**src/rtl/instr_encoder_if.sv**
```systemverilog
`default_nettype none
// ============================================================================
//  Module      : instr_encoder_if
//  Description : Request and instruction-memory bus bundle for the
//                instruction encoder. The slave modport is the encoder's
//                view; the master modport is the view of whoever issues
//                requests and services the memory writes.
//  Revision    : 1.0  initial release
// ============================================================================
interface instr_encoder_if;
  // session control and request handshake
  logic        start_i;
  logic        req_valid_i;
  logic        req_ready_o;
  logic [2:0]  op_sel_i;
  logic [4:0]  rs_i;
  logic [4:0]  rt_i;
  logic [4:0]  rd_i;
  logic [4:0]  shamt_i;
  logic [5:0]  funct_i;
  logic [15:0] imm_i;
  logic        last_i;

  // instruction memory write port
  logic        imem_we_o;
  logic [31:0] imem_addr_o;
  logic [31:0] imem_data_o;
  logic        imem_ack_i;

  // session status
  logic [15:0] word_count_o;
  logic        err_o;
  logic        done_o;
  logic        full_o;

  modport slave (
    input  start_i, req_valid_i, op_sel_i, rs_i, rt_i, rd_i, shamt_i,
           funct_i, imm_i, last_i, imem_ack_i,
    output req_ready_o, imem_we_o, imem_addr_o, imem_data_o,
           word_count_o, err_o, done_o, full_o
  );

  modport master (
    output start_i, req_valid_i, op_sel_i, rs_i, rt_i, rd_i, shamt_i,
           funct_i, imm_i, last_i, imem_ack_i,
    input  req_ready_o, imem_we_o, imem_addr_o, imem_data_o,
           word_count_o, err_o, done_o, full_o
  );
endinterface
`default_nettype wire

```
**src/rtl/instr_encoder.sv**
```systemverilog
`default_nettype none
// ============================================================================
//  Module      : instr_encoder
//  Description : Packs field-level instruction requests into 32-bit MIPS
//                words and writes them sequentially into instruction memory.
//                One request is accepted at a time; each valid request is
//                held on the memory port until acknowledged, then the word
//                address advances by 4. Invalid class codes are consumed
//                with a one-cycle error pulse and produce no write.
//  Revision    : 1.0  initial release
// ============================================================================
module instr_encoder #(
  parameter logic [31:0] BASE_ADDR   = 32'd0,
  parameter int unsigned DEPTH_WORDS = 256
) (
  input  logic            clk_i,
  input  logic            rst_i,
  instr_encoder_if.slave  bus
);

  // class codes shared with the opcode decoder
  localparam logic [2:0] c_SEL_INV   = 3'b000;
  localparam logic [2:0] c_SEL_BNE   = 3'b001;
  localparam logic [2:0] c_SEL_RTYPE = 3'b010;
  localparam logic [2:0] c_SEL_BEQ   = 3'b011;
  localparam logic [2:0] c_SEL_ADDI  = 3'b100;
  localparam logic [2:0] c_SEL_LUI   = 3'b101;
  localparam logic [2:0] c_SEL_ORI   = 3'b110;
  localparam logic [2:0] c_SEL_SLTIU = 3'b111;

  // MIPS primary opcodes
  localparam logic [5:0] c_OPC_SPECIAL = 6'b000000;
  localparam logic [5:0] c_OPC_ADDI    = 6'b001000;
  localparam logic [5:0] c_OPC_BEQ     = 6'b000100;
  localparam logic [5:0] c_OPC_BNE     = 6'b000101;
  localparam logic [5:0] c_OPC_SLTIU   = 6'b001011;
  localparam logic [5:0] c_OPC_LUI     = 6'b001111;
  localparam logic [5:0] c_OPC_ORI     = 6'b001101;

  localparam logic [15:0] c_DEPTH    = 16'(DEPTH_WORDS);
  localparam logic [31:0] c_ADDR_INC = 32'd4;

  typedef enum logic [1:0] {
    S_IDLE   = 2'd0,
    S_ACCEPT = 2'd1,
    S_WRITE  = 2'd2,
    S_DONE   = 2'd3
  } state_t;

  state_t      state_q;
  logic        ready_q;
  logic        we_q;
  logic        err_q;
  logic        done_q;
  logic        last_q;
  logic [31:0] addr_q;
  logic [31:0] data_q;
  logic [15:0] count_q;

  // combinational encoding of the request currently on the bus
  logic [31:0] data_d;
  logic        op_ok_d;
  logic [15:0] count_d;

  // Encode the presented fields; lui ignores rs and always emits zero there.
  always_comb begin
    data_d  = 32'd0;
    op_ok_d = 1'b1;
    unique case (bus.op_sel_i)
      c_SEL_RTYPE: data_d = {c_OPC_SPECIAL, bus.rs_i, bus.rt_i, bus.rd_i,
                             bus.shamt_i, bus.funct_i};
      c_SEL_ADDI:  data_d = {c_OPC_ADDI,  bus.rs_i, bus.rt_i, bus.imm_i};
      c_SEL_BEQ:   data_d = {c_OPC_BEQ,   bus.rs_i, bus.rt_i, bus.imm_i};
      c_SEL_BNE:   data_d = {c_OPC_BNE,   bus.rs_i, bus.rt_i, bus.imm_i};
      c_SEL_SLTIU: data_d = {c_OPC_SLTIU, bus.rs_i, bus.rt_i, bus.imm_i};
      c_SEL_LUI:   data_d = {c_OPC_LUI,   5'b00000, bus.rt_i, bus.imm_i};
      c_SEL_ORI:   data_d = {c_OPC_ORI,   bus.rs_i, bus.rt_i, bus.imm_i};
      c_SEL_INV:   op_ok_d = 1'b0;
      default:     op_ok_d = 1'b0;
    endcase
  end

  // Word count after the pending write completes, used for the full check.
  always_comb begin
    count_d = count_q + 16'd1;
  end

  // Session FSM; every status output is registered alongside the state.
  always_ff @(posedge clk_i) begin
    if (rst_i) begin
      state_q <= S_IDLE;
      ready_q <= 1'b0;
      we_q    <= 1'b0;
      err_q   <= 1'b0;
      done_q  <= 1'b0;
      last_q  <= 1'b0;
      addr_q  <= BASE_ADDR;
      data_q  <= 32'd0;
      count_q <= 16'd0;
    end else begin
      // error is a single-cycle pulse unless re-armed below
      err_q <= 1'b0;
      unique case (state_q)
        S_IDLE, S_DONE: begin
          if (bus.start_i) begin
            state_q <= S_ACCEPT;
            ready_q <= 1'b1;
            done_q  <= 1'b0;
            count_q <= 16'd0;
            addr_q  <= BASE_ADDR;
          end
        end

        S_ACCEPT: begin
          // ready is always high here, so valid alone completes a transfer
          if (bus.req_valid_i) begin
            if (op_ok_d) begin
              state_q <= S_WRITE;
              ready_q <= 1'b0;
              we_q    <= 1'b1;
              data_q  <= data_d;
              last_q  <= bus.last_i;
            end else begin
              err_q <= 1'b1;
              if (bus.last_i) begin
                state_q <= S_DONE;
                ready_q <= 1'b0;
                done_q  <= 1'b1;
              end
            end
          end
        end

        S_WRITE: begin
          // address and data stay frozen until the memory acknowledges
          if (bus.imem_ack_i) begin
            we_q    <= 1'b0;
            addr_q  <= addr_q + c_ADDR_INC;
            count_q <= count_d;
            if (last_q || (count_d == c_DEPTH)) begin
              state_q <= S_DONE;
              done_q  <= 1'b1;
            end else begin
              state_q <= S_ACCEPT;
              ready_q <= 1'b1;
            end
          end
        end

        default: begin
          state_q <= S_IDLE;
          ready_q <= 1'b0;
          we_q    <= 1'b0;
          done_q  <= 1'b0;
        end
      endcase
    end
  end

  assign bus.req_ready_o  = ready_q;
  assign bus.imem_we_o    = we_q;
  assign bus.imem_addr_o  = addr_q;
  assign bus.imem_data_o  = data_q;
  assign bus.word_count_o = count_q;
  assign bus.err_o        = err_q;
  assign bus.done_o       = done_q;
  assign bus.full_o       = (count_q == c_DEPTH);

endmodule
`default_nettype wire

```
**src/flat_wrapper.sv**
```systemverilog
// flat-port wrapper written by rule: the top's interface ports become plain ports
module instr_encoder_flat 
#(
  parameter logic [31:0] BASE_ADDR   = 32'd0,
  parameter int unsigned DEPTH_WORDS = 256
)
  (clk_i, rst_i, bus_start_i, bus_req_valid_i, bus_op_sel_i, bus_rs_i, bus_rt_i, bus_rd_i, bus_shamt_i, bus_funct_i, bus_imm_i, bus_last_i, bus_imem_ack_i, bus_req_ready_o, bus_imem_we_o, bus_imem_addr_o, bus_imem_data_o, bus_word_count_o, bus_err_o, bus_done_o, bus_full_o);
  instr_encoder_if bus_i ();
  input  logic clk_i;
  input  logic rst_i;
  input wire logic [$bits(bus_i.start_i)-1:0] bus_start_i;
  input wire logic [$bits(bus_i.req_valid_i)-1:0] bus_req_valid_i;
  input wire logic [$bits(bus_i.op_sel_i)-1:0] bus_op_sel_i;
  input wire logic [$bits(bus_i.rs_i)-1:0] bus_rs_i;
  input wire logic [$bits(bus_i.rt_i)-1:0] bus_rt_i;
  input wire logic [$bits(bus_i.rd_i)-1:0] bus_rd_i;
  input wire logic [$bits(bus_i.shamt_i)-1:0] bus_shamt_i;
  input wire logic [$bits(bus_i.funct_i)-1:0] bus_funct_i;
  input wire logic [$bits(bus_i.imm_i)-1:0] bus_imm_i;
  input wire logic [$bits(bus_i.last_i)-1:0] bus_last_i;
  input wire logic [$bits(bus_i.imem_ack_i)-1:0] bus_imem_ack_i;
  output wire logic [$bits(bus_i.req_ready_o)-1:0] bus_req_ready_o;
  output wire logic [$bits(bus_i.imem_we_o)-1:0] bus_imem_we_o;
  output wire logic [$bits(bus_i.imem_addr_o)-1:0] bus_imem_addr_o;
  output wire logic [$bits(bus_i.imem_data_o)-1:0] bus_imem_data_o;
  output wire logic [$bits(bus_i.word_count_o)-1:0] bus_word_count_o;
  output wire logic [$bits(bus_i.err_o)-1:0] bus_err_o;
  output wire logic [$bits(bus_i.done_o)-1:0] bus_done_o;
  output wire logic [$bits(bus_i.full_o)-1:0] bus_full_o;
  assign bus_i.start_i = bus_start_i;
  assign bus_i.req_valid_i = bus_req_valid_i;
  assign bus_i.op_sel_i = bus_op_sel_i;
  assign bus_i.rs_i = bus_rs_i;
  assign bus_i.rt_i = bus_rt_i;
  assign bus_i.rd_i = bus_rd_i;
  assign bus_i.shamt_i = bus_shamt_i;
  assign bus_i.funct_i = bus_funct_i;
  assign bus_i.imm_i = bus_imm_i;
  assign bus_i.last_i = bus_last_i;
  assign bus_i.imem_ack_i = bus_imem_ack_i;
  assign bus_req_ready_o = bus_i.req_ready_o;
  assign bus_imem_we_o = bus_i.imem_we_o;
  assign bus_imem_addr_o = bus_i.imem_addr_o;
  assign bus_imem_data_o = bus_i.imem_data_o;
  assign bus_word_count_o = bus_i.word_count_o;
  assign bus_err_o = bus_i.err_o;
  assign bus_done_o = bus_i.done_o;
  assign bus_full_o = bus_i.full_o;
  instr_encoder #(.BASE_ADDR(BASE_ADDR), .DEPTH_WORDS(DEPTH_WORDS)) u_core (.clk_i(clk_i), .rst_i(rst_i), .bus(bus_i));
endmodule
```
**config.mk**
```make
export PLATFORM = sky130hd
export DESIGN_NAME = instr_encoder_flat
export DESIGN_NICKNAME = d
export VERILOG_FILES = /design/src/rtl/instr_encoder_if.sv /design/src/rtl/instr_encoder.sv /design/src/flat_wrapper.sv
export SDC_FILE = /design/constraint.sdc
export NUM_CORES = 1
export LEC_CHECK = 0
export CORE_ASPECT_RATIO = 1.25
export CORE_MARGIN = 10
export CORE_UTILIZATION = 51
export CTS_BUF_LIST = sky130_fd_sc_hd__clkbuf_4
export DETAILED_ROUTE_END_ITERATION = 8
export HOLD_SLACK_MARGIN = 0.15
export PLACE_DENSITY = 0.88
export SYNTH_ARGS = -nofsm -noshare
export SYNTH_HDL_FRONTEND = slang
export SYNTH_SLANG_ARGS = --single-unit
export TNS_END_PERCENT = 5
```
**constraint.sdc**
```tcl
create_clock -name clk_i -period 3.2 [get_ports clk_i]
set_input_delay 0.64 -clock clk_i [delete_from_list [all_inputs] [get_ports clk_i]]
set_output_delay 0.64 -clock clk_i [all_outputs]
set_load 0.01 [all_outputs]
```
# After elaboration in Yosys (flattened, before gate mapping)
# Cells that the tools add are included.
# word_totals
ff_bits	87
latchBits	0
ram_bits	0
mem_bits_ro	0
out_inout_bits	85
elab_cells	81
memories	0
# op_classes
n_addsub	2
n_mul	0
div_mod_pow	0
n_lt_le_gt_ge	0
eq_ne	21
shifts	0
n_mux	33
bitwise	3
n_reduce_logical	13
# ops
cell	n
$pmux 30 s7	1
$mux 32	2
$pmux 32 s2	1
$add 32x3->32 const B	1
$eq 16x9->1 const B	2
$mux 16	2
$pmux 16 s2	1
$add 16x1->16 const B	1
$mux 1	16
$ne 2x2->1 const B	7
$eq 3x3->1 const B	4
$mux 2	6
$reduce_and 4->1	2
$eq 3x2->1 const B	2
$pmux 1 s3	2
$pmux 2 s3	1
$reduce_and 3->1	2
$reduce_and 6->1	1
$reduce_and 5->1	1
$eq 2x2->1 const B	2
$reduce_bool 2->1	2
$eq 3x1->1 const B	1
$logic_not 3->1	1
$ne 3x3->1 const B	1
8 further kinds	10

# Depth between registers and ports, before layout
# depth
depth_word	6
ltp_mapped	10

# Least setup slack after synthesis
# Ideal clock, no wire load.
# synth_timing
path_kind	reg2reg
startpoint	register u_core.count_q[1], in the netlist u_core.bus.word_count_o[1]
endpoint	register u_core.done_q, in the netlist u_core.bus.done_o
setup_ns	0.123
arrival_ns	2.054
slack_ns	1.023
stages_incl_launch_ff	8
path_buffers	0
cell_sequence	dfxtp_1 > ha_1 > nand3_2 > xnor2_1 > nand3_1 > a2111oi_2 > a31oi_1 > mux2_1
# synth_between
elab_chain_len	5
# synth_rtl
item	line	rtl
from (decl)	instr_encoder.sv:58	logic [15:0] count_q;
from (signal assigned)	instr_encoder.sv:139	count_q <= count_d;
$add 16x1->16	instr_encoder.sv:85	count_d = count_q + 16'd1;
$eq 16x9->1	instr_encoder.sv:140	if (last_q || (count_d == c_DEPTH)) begin
$logic_or 1x1->1	instr_encoder.sv:140	
$ne 2x1->1 (no source line)	--	
$reduce_and 6->1 (no source line)	--	
to (signal assigned)	instr_encoder.sv:128	done_q <= 1'b1;
to (signal assigned)	instr_encoder.sv:142	done_q <= 1'b1;
to (signal assigned)	instr_encoder.sv:154	done_q <= 1'b0;
to (decl)	instr_encoder.sv:54	logic done_q;
# Every way passes these cells.
# A chain may end at the register's enable or synchronous reset.

# Final worst setup path
# layout_timing
startpoint	register u_core.count_q[0], in the netlist u_core.bus.word_count_o[0]
endpoint	output bus_full_o
# layout_between
elab_chain_len	1
# layout_rtl
item	line	rtl
$eq 16x9->1	instr_encoder.sv:167	assign bus.full_o = (count_q == c_DEPTH);
to (decl)	flat_wrapper.sv:29	output wire logic [$bits(bus_i.full_o)-1:0] bus_full_o;
# Every way passes these cells.

==> metrics.csv <==
stage,metric,value,unit
finish,cell area after layout,0.00551,mm²
synthesis,#FFs+latches synth,83,
clocking,CTS root buffer,clkbuf_4,
clocking,CTS Buf Count,9,
critical_path,"delay-heaviest family, CP",buffers and inverters,
power,Clock power frac,0.233,
routing,via/cell ratio,5.65,
clocking,CTS Hold Bufs,0,
floorplan,io pins,136,
sta,min cycle time layout,2750,ps
clocking,clk buf depth,2,
floorplan,die width,100,µm
sta,final hold vios,0,
routing,highest routed metal layer,met4,
critical_path,Worst setup SP type,flip-flop,
routing,DR vias,4085,
synthesis,dominant synthesized flop cell,dfxtp_1,
power,Psw,0.696,mW
routing,met3 wire len,1.18,mm
synthesis,Yosys top cell by area,dfxtp_1,
critical_path,Setup crit end kind,output pin,
critical_path,WS Path Type,flip-flop to output pin,
clocking,Clock Sinks,83,
power,register share of total power,0.509,
floorplan,core area,0.00779,mm²
grt,Total GRT Usage,0.188,
critical_path,CP required,2560,ps
power,Tot Pwr,2.21,mW
clocking,clk_lat worst skew,430,ps
critical_path,crit path DAT,2110,ps
placement,Final GP Congestion,0.867,
routing,Routed WL per cell,16.0,µm
routing,"antenna viol nets, final",0,
sta,post-route setup TNS,0,ps
finish,antenna fix cells,0,
finish,share of cells above drive strength 1,0.0621,
power,Sw Ratio,0.315,
routing,DR iter-0 viols,257,
sta,fin crit share,0.858,
routing,DR pass1 iterations,5,
sta,Final Max Tran Viols,0,
grt,total grt overflow,0,
synthesis,Synth top cells by count,"90 x nor2_1, 83 x dfxtp_1, 54 x nand2_1",
clocking,H-tree depth,3,
grt,vias in the first global route,4081,
clocking,"CTS clk-pin slew, worst paths",130,ps
grt,first-pass GRT wire length,19.1,mm
finish,nets@finish,679,
floorplan,Initial Utilization,0.525,
routing,final WL,11.6,mm
critical_path,CP Max Fanout,9,
synthesis,Mapped Area,0.00409,mm²
power,Pwr per Cell Area,401,mW/mm²
synthesis,Syn Area/Cell,8.02,µm²
synthesis,"Warnings, synthesis",0,
sta,RSZ-0062 raised after global routing,false,
clocking,CTS tree,built,
sta,worst-margin pin slew,690,ps
grt,largest net degree at the start of global routing,45,
power,Lkg Pwr,1.84,nW
floorplan,Die ar.,0.0120,mm²
critical_path,"slowest stage cell, crit path",clkdlybuf4s50_1,
grt,initial antenna violation count,0,
synthesis,post-synth top area share,0.406,
placement,Placed Instance Area,0.00540,mm²
sta,slew margin rel.,0.540,
placement,Port Buffer Count,131,
synthesis,async set or reset register ratio after synthesis,0,
finish,Layout area overhead,34.7,%
placement,post-DP HPWL,8.93,mm
sta,# setup viols final,0,
routing,Post-Route M1 WL,4.53,mm
critical_path,Worst Path Buf+Inv,2,
clocking,Resized cells post-CTS,0,
clocking,Post-CTS Setup Bufs,0,
routing,DRC violations left,0,
synthesis,largest cells by area after synthesis,"dfxtp_1 41%, nor2_1 8.3%, a311oi_1 5.4%, nand2_1 5.0%, nand3_1 4.4%",
power,logic gate share of total power,0.257,
critical_path,"Largest stage delay, worst path",550,ps
synthesis,Post-synth EDFFs,0,
floorplan,Die Y,120,µm
floorplan,row count,36,
power,worst vdd ir,0.308,mV
power,Int Power,1.51,mW
sta,Max Clock Skew,14.5,ps
synthesis,most frequent cell after synthesis,nor2_1,
routing,met2 wire length,5.70,mm
worst_hold_path,Worst Hold Class,flip-flop to flip-flop,
synthesis,post-synth cell types,56,
synthesis,Mapped Cells,510,
run,MaxCap Viol Count,0,
outcome,status,"finished, final reports clean",
sta,Max Clock Freq,364,MHz
synthesis,register area share after synthesis,0.406,
critical_path,CP Cell Sequence,"inv_1, ha_1, nor4b_1, and4_1, clkdlybuf4s50_1",
area by class of cell:
class | count | area (µm²)
Clock buffer | 10 | 75.1
Multi-Input combinational cell | 378 | 2210
Inverter | 12 | 45.0
Clock inverter | 6 | 32.5
Tap cell | 95 | 119
Fill cell | 633 | 2290
Sequential cell | 83 | 1660
Timing Repair Buffer | 139 | 1370
stage by stage:
stage               hold slack (ps)  setup WS [ps]   util  instances
finish                          467            454  0.707        723
global route                    485            303  0.707        723
CTS                             470            436  0.707        723
detailed placement              453            453  0.693        707
global placement                442            479  0.693        707
floorplan                       445           1020      -        513
cells in the final DEF (no fill, tap or decap), drive strengths merged, types with 3 or more instances in the layout:
cell type and n:
nand4 11, clkbuf 10, o21ai 22, or3 10, and3 6, a22oi 10, nand2 54, inv 12
xor2 11, nor4b 3, buf 9, clkdlybuf4s50 130, xnor2 12, conb 4, a31oi 5, nor4 4
and4 4, a311oi 25, clkinv 4, nor3b 3, nand3 38, nor2 90, a21oi 28, nor2b 3
dfxtp 83, nor3 7, ha 5
cells by family (layout without fill, tap and decap cells):
| group | after synthesis | count (layout) | synth area share |
|---|---|---|---|
| compound gates | 103 | 103 | 0.168 |
| xor+xnor | 23 | 23 | 0.0493 |
| fa+ha+maj | 5 | 5 | 0.0153 |
| buf+inv | 52 | 167 | 0.0581 |
| flops | 83 | 83 | 0.406 |
| mux | 3 | 3 | 0.00796 |
| other cells | 1 | 4 | 0.000917 |
| simple gates | 240 | 240 | 0.294 |
per-layer routing:
layer,track usage,vias up
met5,0,-
met4,0.0664,0
met3,0.0913,17
met2,0.321,141
met1,0.196,1900
li1,-,2027
path summary, 6_finish.rpt:
check / start / to / depth (start not counted) / slack (ps)
max: u_core.bus.word_count_o[0] / bus_full_o / 5 / 450
min: u_core.bus.imem_data_o[20] / u_core.bus.imem_data_o[20] / 2 / 470
max reg2reg: u_core.bus.word_count_o[0] / u_core.bus.done_o / 7 / 640
min reg2reg: u_core.bus.imem_data_o[20] / u_core.bus.imem_data_o[20] / 2 / 470
power groups by stage:
stage          clock, mW  combinational, mW  sequential, mW
4_1_cts            0.522              0.573            1.13
3_5_place_dp           0              0.571            1.15
2_1_floorplan          0              0.294            1.17
6_report           0.515              0.569            1.13
5_1_grt            0.564              0.627            1.13
3_3_place_gp           0              0.556            1.15
flip-flops by register name (all words and copies together) (netlist names):
register	flops
u_core.last_q	1
u_core.bus.imem_we_o	1
u_core.bus.req_ready_o	1
u_core.bus.imem_data_o	30
u_core.bus.word_count_o	16
u_core.state_q	2
u_core.bus.err_o	1
u_core.bus.done_o	1
u_core.bus.imem_addr_o	30
tightest hold or removal path, stage by stage, from the launching register on:
cell,delay (ps)
dfxtp_1,330
nand2_1,50
a21oi_1,50
Note: power is estimated with default switching activity, not from simulation.
